==> config.mk <==
export PLATFORM = sky130hd
export DESIGN_NAME = pattern_player
export DESIGN_NICKNAME = d
export VERILOG_FILES = /design/src/rtl/drum_pkg.sv /design/src/rtl/gate_timer.sv /design/src/rtl/pattern_player.sv
export SDC_FILE = /design/constraint.sdc
export NUM_CORES = 1
export LEC_CHECK = 0
export ABC_AREA = 1
export CORE_MARGIN = 1
export CORE_UTILIZATION = 40
export DETAILED_ROUTE_END_ITERATION = 12
export PLACE_DENSITY = 0.64
export SLEW_MARGIN = 10
export SYNTH_ARGS = -nofsm -noshare
export SYNTH_HDL_FRONTEND = slang
export SYNTH_SLANG_ARGS = --single-unit
==> constraint.sdc <==
create_clock -name clock -period 4.96 [get_ports clock]
set_clock_uncertainty 0.1 [all_clocks]
set_input_delay 1.488 -clock clock [delete_from_list [all_inputs] [get_ports clock]]
set_output_delay 1.488 -clock clock [all_outputs]
set_load 0.05 [all_outputs]
==> src/rtl/drum_pkg.sv <==
// Shared definitions for the drum voice blocks: bar geometry, player states and tempo floor.
package drum_pkg;

   localparam int unsigned STEPS          = 8;
   localparam int unsigned STEP_W         = $clog2(STEPS);
   localparam int unsigned MIN_PERIOD_DEF = 4;

   typedef enum logic {
      IDLE = 1'b0,
      PLAY = 1'b1
   } player_state_t;

endpackage

==> src/rtl/gate_timer.sv <==
// Retriggerable down-counter: a load pulse starts a gate of len cycles, beginning in the load cycle.
module gate_timer #(
   parameter int unsigned LEN_W = 10
) (
   input  logic             clock,
   input  logic             reset,
   input  logic             clear_i,
   input  logic             load_i,
   input  logic [LEN_W-1:0] len_i,
   output logic             gate_o
);

   logic [LEN_W-1:0] count_q, count_d;
   logic             gate_q;

   // Clear beats load so a stop always silences the voice.
   always_comb begin
      count_d = count_q;
      if (clear_i) begin
         count_d = '0;
      end else if (load_i) begin
         count_d = len_i;
      end else if (count_q != '0) begin
         count_d = count_q - LEN_W'(1);
      end
   end

   always_ff @(posedge clock or negedge reset) begin
      if (!reset) begin
         count_q <= '0;
         gate_q  <= 1'b0;
      end else begin
         count_q <= count_d;
         gate_q  <= (count_d != '0);
      end
   end

   assign gate_o = gate_q;

endmodule

==> src/rtl/pattern_player.sv <==
// Plays an 8-step pattern at a programmable tempo: beat square wave, per-step hit trigger and gate.
module pattern_player
   import drum_pkg::*;
#(
   parameter int unsigned PER_W       = 26,
   parameter int unsigned MIN_PERIOD  = MIN_PERIOD_DEF,
   parameter int unsigned GATE_CYCLES = 1000
) (
   input  logic              clock,
   input  logic              reset,
   input  logic              run,
   input  logic              restart,
   input  logic [PER_W-1:0]  step_period,
   input  logic [STEPS-1:0]  seq,
   output logic              beat,
   output logic [STEP_W-1:0] step_idx,
   output logic              trig,
   output logic              gate,
   output logic              playing
);

   localparam int unsigned       GATE_W    = $clog2(GATE_CYCLES + 1);
   localparam logic [PER_W-1:0]  MIN_P     = PER_W'(MIN_PERIOD);
   localparam logic [STEP_W-1:0] LAST_STEP = STEP_W'(STEPS - 1);

   player_state_t     state_q, state_d;
   logic [PER_W-1:0]  phase_q, phase_d;
   logic [PER_W-1:0]  period_q, period_d;
   logic [STEP_W-1:0] step_q, step_d;
   logic              beat_q, beat_d;
   logic              trig_q, trig_d;
   logic              playing_q, playing_d;
   logic [PER_W-1:0]  clamped;
   logic [STEP_W-1:0] next_step;
   logic              start;

   always_ff @(posedge clock or negedge reset) begin
      if (!reset) begin
         state_q   <= IDLE;
         phase_q   <= '0;
         period_q  <= MIN_P;
         step_q    <= LAST_STEP;
         beat_q    <= 1'b0;
         trig_q    <= 1'b0;
         playing_q <= 1'b0;
      end else begin
         state_q   <= state_d;
         phase_q   <= phase_d;
         period_q  <= period_d;
         step_q    <= step_d;
         beat_q    <= beat_d;
         trig_q    <= trig_d;
         playing_q <= playing_d;
      end
   end

   // Registers hold the values of the cycle being entered, so a step start shows phase 0, beat high
   // and the sampled hit together.
   always_comb begin
      clamped   = (step_period < MIN_P) ? MIN_P : step_period;
      state_d   = state_q;
      phase_d   = phase_q;
      period_d  = period_q;
      step_d    = step_q;
      beat_d    = beat_q;
      trig_d    = 1'b0;
      playing_d = playing_q;
      start     = 1'b0;
      next_step = step_q;
      case (state_q)
         IDLE: begin
            if (run) begin
               state_d   = PLAY;
               start     = 1'b1;
               next_step = LAST_STEP;
            end
         end
         PLAY: begin
            if (!run) begin
               state_d   = IDLE;
               phase_d   = '0;
               step_d    = LAST_STEP;
               beat_d    = 1'b0;
               playing_d = 1'b0;
            end else if (restart) begin
               start     = 1'b1;
               next_step = LAST_STEP;
            end else if (phase_q == period_q - PER_W'(1)) begin
               start     = 1'b1;
               next_step = step_q - STEP_W'(1);
            end else begin
               phase_d = phase_q + PER_W'(1);
               beat_d  = (phase_d < (period_q >> 1));
            end
         end
      endcase
      // Tempo and pattern are only sampled here, so mid-step edits land on the next step.
      if (start) begin
         phase_d   = '0;
         period_d  = clamped;
         step_d    = next_step;
         beat_d    = ((clamped >> 1) != '0);
         trig_d    = seq[next_step];
         playing_d = 1'b1;
      end
   end

   gate_timer #(
      .LEN_W (GATE_W)
   ) u_gate_timer (
      .clock   (clock),
      .reset   (reset),
      .clear_i (state_d == IDLE),
      .load_i  (trig_d),
      .len_i   (GATE_W'(GATE_CYCLES)),
      .gate_o  (gate)
   );

   assign beat     = beat_q;
   assign step_idx = step_q;
   assign trig     = trig_q;
   assign playing  = playing_q;

endmodule

Yosys cells after proc, flatten, opt, wreduce, memory -nomap -nowiden
Cells that the tools add are included.

Shift operators: 0. Reductions and logical operators: 6. Muxes and demuxes: 33. Multipliers: 0. Bitwise operators: 1. Divide/modulo/power cells: 0. Add/sub/neg operators: 4. Equal/unequal tests: 4. Magnitude comparators: 3.

Operator list (number): 26-bit two-way mux (6); 10-bit two-way mux (3); 26-bit by 1-bit adder with 26-bit output (second input constant) (1); 26-bit equality test (1); 26-bit by 25-bit less-than comparator with 1-bit output (1); 26-bit by 3-bit less-than comparator with 1-bit output (second input constant) (1); 26-bit nonzero test (1); 26-bit by 1-bit subtractor with 26-bit output (second input constant) (1); 3-bit two-way mux (7); 10-bit nonzero test (2); 1-bit two-way mux (14); 10-bit by 1-bit subtractor with 10-bit output (second input constant) (1); 3-bit one-hot mux with 2 select lines (1); 3-bit by 4-bit less-than comparator with 1-bit output (second input constant) (1); 1-bit binary-select mux with 3-bit select (1); 3-bit by 2-bit != test with 1-bit output (second input constant) (1); 3-bit != test (second input constant) (1); 3-bit AND reduction (1); 3-bit by 1-bit subtractor with 3-bit output (second input constant) (1); 2-bit by 1-bit != test with 1-bit output (second input constant) (1); 1-bit one-hot mux with 2 select lines (1); 2-bit AND reduction (1); 2-bit nonzero test (1); 1-bit inverter (1).

Input port bits: 38. Latch bits: 0. Memories kept: 0. Logic and storage cells: 60. Register bits: 70. RAM bits: 0. Bits in read-only memories: 0.

Depth between registers and ports, before layout
Gate-level depths: netlist (run 1).

Depth in word-level cells: 12. Mapped depth: 26. Depth with buffers taken out: 25.

Cells and area by module
From an unflattened synthesis (run 1), not the netlist that was laid out.

Cells, all modules: 789. Area total of the unflattened synthesis: 5566.6 um^2.

By module, submodules not included: pattern_player (instances 1, area an instance 4749.6 um^2, cells an instance 656); gate_timer (instances 1, area an instance 817.0 um^2, cells an instance 133).

Least setup slack after synthesis (run 1)
Ideal clock, no wire load.

Path kind: register to register. Start point: register phase_q[0]. End point: register beat_q, in the netlist beat. Stages on the path, launching flop included: 21. Arrival: 3.420 ns. Clock period less this slack: 3.649 ns. Path buffers: 0. Slack: 1.311 ns. Setup time: 0.130 ns. Data required time: 4.730 ns. Cells stage by stage: dfrtp_1 > ha_1 > nand3_1 > nor3_1 > inv_1 > nor4_2 > nand2_1 > or4_1 > nor3_2 > nand4_1 > nor3_1 > xor2_1 > inv_1 > ha_1 > nand4_1 > nor2_1 > inv_1 > nor4_1 > o21ai_0 > nand3_1 > nand3_1.

Longest elaborated chain between the ends: 7. Elaborated cells on any way between the ends: 16.

RTL lines: start, declared (RTL line pattern_player.sv:27) `logic [PER_W-1:0] phase_q, phase_d;`; start signal, assigned (RTL line pattern_player.sv:48) `phase_q <= phase_d;`; 26-bit by 1-bit adder with 26-bit output / 26-bit equality test (equally long branches) (RTL line pattern_player.sv:92, pattern_player.sv:88); 26-bit by 25-bit less-than comparator with 1-bit output / 1-bit two-way mux (equally long branches) (RTL line pattern_player.sv:93, pattern_player.sv:88); 1-bit two-way mux, on equally long branches (RTL line pattern_player.sv:88, pattern_player.sv:85); 1-bit two-way mux, on equally long branches (RTL line pattern_player.sv:85, pattern_player.sv:79); 1-bit two-way mux / 1-bit one-hot mux with 2 select lines (equally long branches) (RTL line pattern_player.sv:79, pattern_player.sv:70); 1-bit two-way mux (tied with other cells) (RTL line pattern_player.sv:70) `case (state_q)`; 1-bit two-way mux / 3-bit AND reduction (equally long branches); end signal, assigned (RTL line pattern_player.sv:51) `beat_q <= beat_d;`; end, declared (RTL line pattern_player.sv:30) `logic beat_q, beat_d;`.

Several ways; a longest one is shown, not always the timed one. The select of a mux whose other input is x is not followed. A chain may end at the register's enable or synchronous reset.

Final worst setup path (run 1)
Ends and elaborated chain as after synthesis.

==> flow_summary.yaml, run 1 <==
run_status:
  outcome: "finished, final reports clean"
layout:
  drive_above_1_share_pct: 7.200
  n_antenna_cell: 0
  final_net_count: 936
  final_cells: 1051
  area_growth_pct: 16.95
  final_util_pct: 48.65
  fillCellCount: 1360
place:
  port_buffers: 44
  routabilityCongestion: 0.9222
  dp_hpwl_mm: 11.18
  numPlacedInstances: 1035
clock_tree:
  cts_tree: "yes"
  insertion_delay_ns: 0.35
  clock-sinks: 70
  holdBufCountCts: 0
  cts_buffer_depth: 2
  root_buffer: "clkbuf_16"
  cts_resized: 0
  post_cts_buffers: 0
  htree_levels: 3
  cts_made_buffers: 9
  cts.clk_slew.worst_paths_ns: 0.06
route:
  routed_wl_mm: 14.33
  via_per_inst: 4.994
  drt_iter0_markers: 361
  drtAntennaViolNets: 0
  wl_per_cell_um: 13.64
  firstDrtPassIters: 7
  vias: 5249
  drc: 0
power_and_ir_drop:
  p_leak_uw: 0.003357
  p_per_area_nw_per_um2: 315.0
  ir_drop_uv: 325.3
  power_uw: 2061
hold_path:
  hold_class: "register to register"
  hold_depth: 2
  hold_path_end: "playing$_DFFE_PN0P_"
  hold_path_startpoint: "playing$_DFFE_PN0P_"
setup_path:
  cp.required_ns: 5.08
  rrSetupSlack_ns: 0.63
  crit_arrival_ns: 4.46
  worstSetupStartpoint: "phase_q[0]$_DFFE_PN0P_"
  crit_fanout: 6
  timing.rr.start: "phase_q[0]$_DFFE_PN0P_"
  reg2reg_depth: 20
  critPathKind: "register to register"
  cp-start-kind: "register"
  end_kind: "register"
  rr_endpoint: "beat$_DFFE_PN0P_"
timing:
  finalHoldViolations: 0
  period_needed_ns: 4.333
  drv_slew: 0
  fin_crit_sh_pct: 87.35
  setup_tns_ns: 0
  whs_ns: 0.3863
  slew_headroom_pct: 39.43
  tightestPinTransition_ns: 0.9086
  setup_viol: 0
  clock.fmax_mhz: 230.8
  rsz0062_at_grt: "false"
yosys:
  syn-cell-area_um2: 5597
  yosysWarnings: 0
  ys_types: 41
  syn_nets: 891
  ys_seq_area_share_pct: 31.39
  postSynthAreaPerCell_um2: 6.784
  synth_seq_cells: 70
  synthCells: 825
global_routing:
  antenna_found_initial: 0
  grt_overflow: 0
  grt_max_degree: 71
  grt_pass1_vias: 4891
  track_usage_pct: 20.92
  grt_pass1_wl_mm: 23.48
floorplan:
  die_area_um2: 14470
  die_x_um: 120.3
  die_y_um: 120.3
  ios: 45
  core_area_um2: 13450
  initial_core_util_pct: 41.60
  rows: 42
run:
  max-cap-violations: 0
sequential cells by signal, summed over array words and instances, names as in the netlist:
signal,count
phase_q,26
u_gate_timer.count_q,10
u_gate_timer.gate_o,1
beat,1
playing,1
trig,1
state_q,1
period_q,26
step_idx,3
metal layers:
| layer | track usage (%) | wire, um | share of wire [%] |
|---|---|---|---|
| met1 | 29.68 | 7184 | 50 |
| met2 | 31.47 | 5988 | 42 |
| met3 | 3.726 | 794 | 5.5 |
| met4 | 8.025 | 365 | 2.5 |
| met5 | 0 | 0 | 0 |
logic make-up after synthesis:
logic type	after synthesis	synth area share (%)
compound gates	95	9.457
xor+xnor	44	6.886
fa+ha+maj	28	6.260
buf+inv	163	11.22
flops	70	31.39
simple gates	425	34.79
worst max path at each step:
| stage | endpoint |
|---|---|
| final | beat$_DFFE_PN0P_ |
| after CTS | beat$_DFFE_PN0P_ |
| after detailed placement | beat$_DFFE_PN0P_ |
| after floorplan | beat$_DFFE_PN0P_ |
| after global placement | beat$_DFFE_PN0P_ |
| after global routing | beat$_DFFE_PN0P_ |
cells in the mapped netlist (all sizes together):
cell	number	area, um^2
dfstp	4	105.1
nand2	213	844.6
o21ai	46	234.0
ha	28	350.3
clkinv	3	11.26
nor3b	2	15.01
a21oi	22	110.1
inv	146	548.0
nand3b	8	60.06
and2	1	6.260
o22a	1	8.760
a211oi	2	15.01
nand4	16	100.1
nor3	14	75.07
o22ai	16	100.1
dfrtp	66	1652
nand3	53	280.3
xnor2	11	96.34
nor4	12	87.58
xor2	33	289.0
a21o	1	7.510
o21bai	4	30.03
a22o	1	8.760
nor2	105	470.5
or4	1	7.510
o221ai	1	8.760
a31oi	1	6.260
clkbuf	11	42.54
buf	3	26.27
area by class of cell:
class,count,area [um^2],area share (%)
Sequential cell,70,1757,26.84
Inverter,149,559.3,8.545
Clock inverter,7,103.9,1.587
Multi-Input combinational cell,592,3212,49.07
Clock buffer,9,225.2,3.441
Timing Repair Buffer,48,467.9,7.150
Tap cell,176,220.2,3.365
report_power, final:
| group | switching [uW] | internal [uW] |
|---|---|---|
| Clock | 270 | 446 |
| Combinational | 386 | 242 |
| Sequential | 76.3 | 642 |
| Total | 731 | 1330 |
through the flow:
step           instance area, um^2  setup slack [ns]
5_1_grt                       6545            0.2499
2_1_floorplan                 5597             1.311
4_1_cts                       6545            0.6195
3_5_place_dp                  6216            0.6686
3_3_place_gp                  6216            0.7975
6_report                      6545            0.6274
critical path, stage by stage, from the launching register on:
cell,delay [ns]
dfrtp_1,0.44
ha_1,0.21
nand3_1,0.12
nor3_1,0.32
inv_1,0.12
nor4_2,0.22
nand2_1,0.12
or4_1,0.48
nor3_2,0.27
nand4_1,0.18
nor3_1,0.21
xor2_1,0.21
inv_1,0.07
ha_1,0.30
nand4_1,0.12
nor2_1,0.14
inv_1,0.07
nor4_1,0.18
o21ai_0,0.13
nand3_1,0.09
nand3_1,0.09
cell usage in the layout, fill, tap and decap left out, types with 4 or more instances in the layout:
cell type	instances
nor2_1	88
dfstp_2	4
buf_4	5
clkbuf_16	9
ha_1	28
nor2_2	12
nor2_4	4
nand4_1	16
o22ai_1	16
xnor2_1	11
nand3b_1	8
a21oi_1	22
nand3_1	50
xor2_1	33
dfrtp_1	66
o21ai_0	45
inv_1	144
clkdlybuf4s50_1	43
nand2_1	201
nor4_1	10
nand2_2	9
nor3_1	13
o21bai_1	4
No activity file was read; power rests on OpenSTA's default activity.
==> run 2, diff against run 1 <==
Settings changed: CORE_MARGIN 1 to 3.
==> run 2 against run 1 <==
- combinational power about the same
- sequential share of layout area up 0.18 points
- final area down 0.67%
- register-to-register slack better by 0.06 ns
- routed wire length down 1.0%
- first-iteration DRC count down 7.8%
- worst setup slack better by 0.057 ns
- clock-buffer cell count up 1
- clock power down 14%
- maximum frequency up 1.3%
- non-clock buffer count unchanged
- via count down 0.99%
- largest power group unchanged
- highest routed layer unchanged
==> flow_summary.yaml, run 2 (same netlist as run 1, synthesis figures left out) <==
run_status:
  outcome: "finished, final reports clean"
power_and_ir_drop:
  ir_drop_uv: 258.5
  p_leak_uw: 0.003331
  p_per_area_nw_per_um2: 301.9
clock_tree:
  clock-sinks: 70
  htree_levels: 3
  insertion_delay_ns: 0.35
  cts_buffer_depth: 2
  cts_tree: "yes"
  cts.clk_slew.worst_paths_ns: 0.06
  holdBufCountCts: 0
  root_buffer: "clkbuf_16"
  cts_made_buffers: 9
  cts_resized: 0
  post_cts_buffers: 0
run:
  max-cap-violations: 0
place:
  dp_hpwl_mm: 11.25
  pre_cts_ws_ns: 0.7325
  numPlacedInstances: 1035
  routabilityCongestion: 0.9343
  port_buffers: 44
route:
  drt_iter0_markers: 333
  drc: 0
  vias: 5197
  routed_wl_mm: 14.19
  drtAntennaViolNets: 0
  firstDrtPassIters: 5
  wl_per_cell_um: 13.50
  via_per_inst: 4.945
timing:
  setup_viol: 0
  clock.fmax_mhz: 233.9
  fin_crit_sh_pct: 86.20
  finalHoldViolations: 0
  tightestPinTransition_ns: 0.9161
  setup_tns_ns: 0
  fin_ws_ns: 0.6843
  rsz0062_at_grt: "false"
  drv_slew: 0
  period_needed_ns: 4.276
  slew_headroom_pct: 38.92
floorplan:
  die_y_um: 124.3
  rows: 42
  ios: 45
  die_area_um2: 15450
  initial_core_util_pct: 41.60
  die_x_um: 124.3
  core_area_um2: 13450
setup_path:
  crit_arrival_ns: 4.40
  cp-start-kind: "register"
  crit_fanout: 6
  cp.required_ns: 5.09
  end_kind: "register"
  critPathKind: "register to register"
layout:
  largestRegisters: "period_q: 26 flops, phase_q: 26 flops, u_gate_timer.count_q: 10 flops"
  final_cells: 1051
  layout_common_cells: "nand2_1 (201), inv_1 (144), nor2_1 (88)"
  final_util_pct: 48.33
  final_common_cell: "nand2_1"
  final_net_count: 936
  drive_above_1_share_pct: 7.200
  area_growth_pct: 16.16
  n_antenna_cell: 0
  fillCellCount: 1423
global_routing:
  grt_pass1_wl_mm: 24.18
  grt_max_degree: 71
  grt_pass1_vias: 4829
  track_usage_pct: 19.11
  antenna_found_initial: 0
  grt_overflow: 0
hold_path:
  hold_class: "register to register"
[run 2: power by group]
group	internal (uW)	total (uW)	switching (uW)
clock network	354	614	260
registers	642	719	76.2
logic	242	630	387
total	1240	1960	724
[run 2: routing by layer]
metal  share of wire (%)  track usage (%)
met1                  52            28.89
met2                  41            27.67
met3                 5.6            3.731
met4                 1.3            5.222
met5                   0                0
[run 2: path summary, 6_finish.rpt]
| kind | endpoint | slack, ns | start | depth (start not counted) |
|---|---|---|---|---|
| hold / removal | playing$_DFFE_PN0P_ | 0.38 | playing$_DFFE_PN0P_ | 2 |
| hold reg to reg | playing$_DFFE_PN0P_ | 0.38 | playing$_DFFE_PN0P_ | 2 |
| setup reg to reg | beat$_DFFE_PN0P_ | 0.68 | phase_q[0]$_DFFE_PN0P_ | 20 |
| max in group asynchronous | phase_q[3]$_DFFE_PN0P_ | 2.99 | reset | 1 |
| min in group asynchronous | period_q[23]$_DFFE_PN0N_ | 1.17 | reset | 1 |
| setup / recovery | beat$_DFFE_PN0P_ | 0.68 | phase_q[0]$_DFFE_PN0P_ | 20 |
[run 2: metrics by stage]
step | area, um^2 | hold WS [ns] | total power (uW)
after floorplan | 5597 | 0.4188 | 1180
after global placement | 6216 | 0.3680 | 1353
after detailed placement | 6216 | 0.3697 | 1354
after CTS | 6501 | 0.3905 | 1980
after global routing | 6501 | 0.4276 | 2112
final | 6501 | 0.3761 | 1962
[run 2: area by class of cell]
class / instances / area, um^2 / area share (%)
multi-input cells: 592 / 3212 / 49.40
repair buffers: 48 / 467.9 / 7.198
well taps: 176 / 220.2 / 3.387
flip-flops and latches: 70 / 1757 / 27.02
inverters: 149 / 559.3 / 8.603
clock inverters: 6 / 46.29 / 0.7121
clock buffers: 10 / 239.0 / 3.676
[run 2: worst max-delay path, cell delays in order (launching register included)]
cell and delay [ns]:
dfrtp_1 0.44, ha_1 0.22, nand3_1 0.11, nor3_1 0.35
inv_1 0.12, nor4_2 0.21, nand2_1 0.12, or4_1 0.48
nor3_2 0.27, nand4_1 0.19, nor3_1 0.21, xor2_1 0.22
inv_1 0.07, ha_1 0.29, nand4_1 0.12, nor2_1 0.14
inv_1 0.07, nor4_1 0.15, o21ai_0 0.12, nand3_1 0.08
nand3_1 0.08
==> run 3, diff against run 2 <==
Settings changed: CORE_UTILIZATION 40 to 38, PLACE_DENSITY 0.64 to not set, SETUP_SLACK_MARGIN set to 0.5.
==> run 3 against run 2 <==
- core utilization decreased by 2.1 points
- sequential power about the same
- final cell count grew 0.48%
- via count up 1.2%
- maximum frequency grew 6.4%
- critical path depth unchanged
- critical path type unchanged
==> flow_summary.yaml, run 3 (same netlist as run 1, synthesis figures left out) <==
route:
  via_per_inst: 4.980
  vias: 5259
  drt_iter0_markers: 439
  wl_per_cell_um: 14.21
  drc: 0
  firstDrtPassIters: 5
  drtAntennaViolNets: 0
  routed_wl_mm: 15.01
clock_tree:
  root_buffer: "clkbuf_16"
  insertion_delay_ns: 0.34
  clock-sinks: 70
  cts_tree: "yes"
  cts.clk_slew.worst_paths_ns: 0.06
  htree_levels: 3
  cts_made_buffers: 9
  cts_buffer_depth: 2
  holdBufCountCts: 0
setup_path:
  cp-start-kind: "register"
  rrSetupSlack_ns: 0.94
  cp.required_ns: 5.08
  critPathKind: "register to register"
  end_kind: "register"
  crit_fanout: 6
  crit_arrival_ns: 4.14
floorplan:
  rows: 43
  ios: 45
  initial_core_util_pct: 39.55
  core_area_um2: 14150
  die_y_um: 127.4
  die_x_um: 127.4
  die_area_um2: 16220
global_routing:
  grt_pass1_vias: 5022
  track_usage_pct: 19.44
  grt_overflow: 0
  antenna_found_initial: 0
  grt_pass1_wl_mm: 25.12
  grt_max_degree: 71
timing:
  period_needed_ns: 4.018
  drv_slew: 0
  slew_headroom_pct: 37.92
  tightestPinTransition_ns: 0.9312
  clock.fmax_mhz: 248.9
  setup_tns_ns: 0
  finalHoldViolations: 0
  fin_crit_sh_pct: 81.02
  rsz0062_at_grt: "false"
  whs_ns: 0.3894
  setup_viol: 0
power_and_ir_drop:
  p_per_area_nw_per_um2: 310.1
  ir_drop_uv: 301.7
  p_leak_uw: 0.003350
layout:
  drive_above_1_share_pct: 7.306
  final_common_cell: "nand2_1"
  final_net_count: 937
  fillCellCount: 1478
  layout_common_cells: "nand2_1 (201), inv_1 (144), nor2_1 (88)"
  largestRegisters: "period_q: 26 flops, phase_q: 26 flops, u_gate_timer.count_q: 10 flops"
  n_antenna_cell: 0
  area_growth_pct: 16.95
  final_util_pct: 46.26
place:
  port_buffers: 44
  dp_hpwl_mm: 11.68
  routabilityCongestion: 0.9395
run:
  max-cap-violations: 0
hold_path:
  hold_class: "register to register"
run_status:
  outcome: "finished, final reports clean"
[run 3: cell types whose count changed in the layout (fill, tap and decap cells not counted), sizes merged]
cell,delta
clkbuf,+2
buf,+1
bufinv,+1
inv,-1
clkinvlp,-1
clkinv,-1
[run 3: worst paths after layout]
path	to	startpoint	cells after the start
setup / recovery	beat$_DFFE_PN0P_	phase_q[0]$_DFFE_PN0P_	20
hold / removal	playing$_DFFE_PN0P_	playing$_DFFE_PN0P_	2
setup reg to reg	beat$_DFFE_PN0P_	phase_q[0]$_DFFE_PN0P_	20
hold reg to reg	playing$_DFFE_PN0P_	playing$_DFFE_PN0P_	2
max in group asynchronous	period_q[23]$_DFFE_PN0N_	reset	1
min in group asynchronous	period_q[9]$_DFFE_PN0N_	reset	1
[run 3: layout make-up]
type / count / area (um^2) / share of cell area [%]
Clock buffer: 12 / 256.5 / 3.919
Clock inverter: 4 / 55.05 / 0.8411
Inverter: 149 / 559.3 / 8.545
Multi-Input combinational cell: 592 / 3217 / 49.15
Sequential cell: 70 / 1757 / 26.84
Tap cell: 180 / 225.2 / 3.441
Timing Repair Buffer: 49 / 475.5 / 7.264
[run 3: layer usage]
metal  up-vias  GRT usage (%)  wire length [um]
met5         -              0                 0
met4         0          5.426               194
met3        13          3.595               857
met2       140          29.11              6300
met1      2386          28.66              7653
li1       2720              -                 -
[run 3: what timing repair did]
| action | in CTS | in global routing |
|---|---|---|
| buffers inserted | 0 | 0 |
| setup endpoints to repair | 0 | 1 |
| resized for setup | 0 | 1 |
| endpoints found under the hold margin | 0 | 0 |
[run 3: worst max-delay path, stage by stage, from the launching register on]
cell and delay, ns:
dfrtp_1 0.45, ha_1 0.22, nand3_1 0.13, nor3_2 0.21, inv_1 0.10, nor4_2 0.19
nand2_1 0.12, or4_1 0.48, nor3_2 0.26, nand4_1 0.19, nor3_1 0.21, xor2_1 0.21
inv_1 0.06, ha_1 0.29, nand4_1 0.11, nor2_1 0.13, inv_1 0.06, nor4_1 0.15
o21ai_0 0.11, nand3_1 0.07, nand3_1 0.06
[run 3: power breakdown]
part           total, uW  internal, uW  leakage, uW  switching, uW
clock                673           419     0.000149            255
sequential           721           642     0.000897           78.5
combinational        635           243      0.00230            392
total               2030          1300      0.00335            725
[run 3: metrics by stage]
| step | std cells | worst slack (ns) | total power, uW | instance area [um^2] |
|---|---|---|---|---|
| floorplan | 825 | 1.311 | 1180 | 5597 |
| global placement | 1040 | 0.9176 | 1361 | 6228 |
| detailed placement | 1040 | 0.8265 | 1360 | 6228 |
| CTS | 1056 | 0.8006 | 2051 | 6540 |
| global route | 1056 | 0.5281 | 2177 | 6545 |
| finish | 1056 | 0.9416 | 2029 | 6545 |
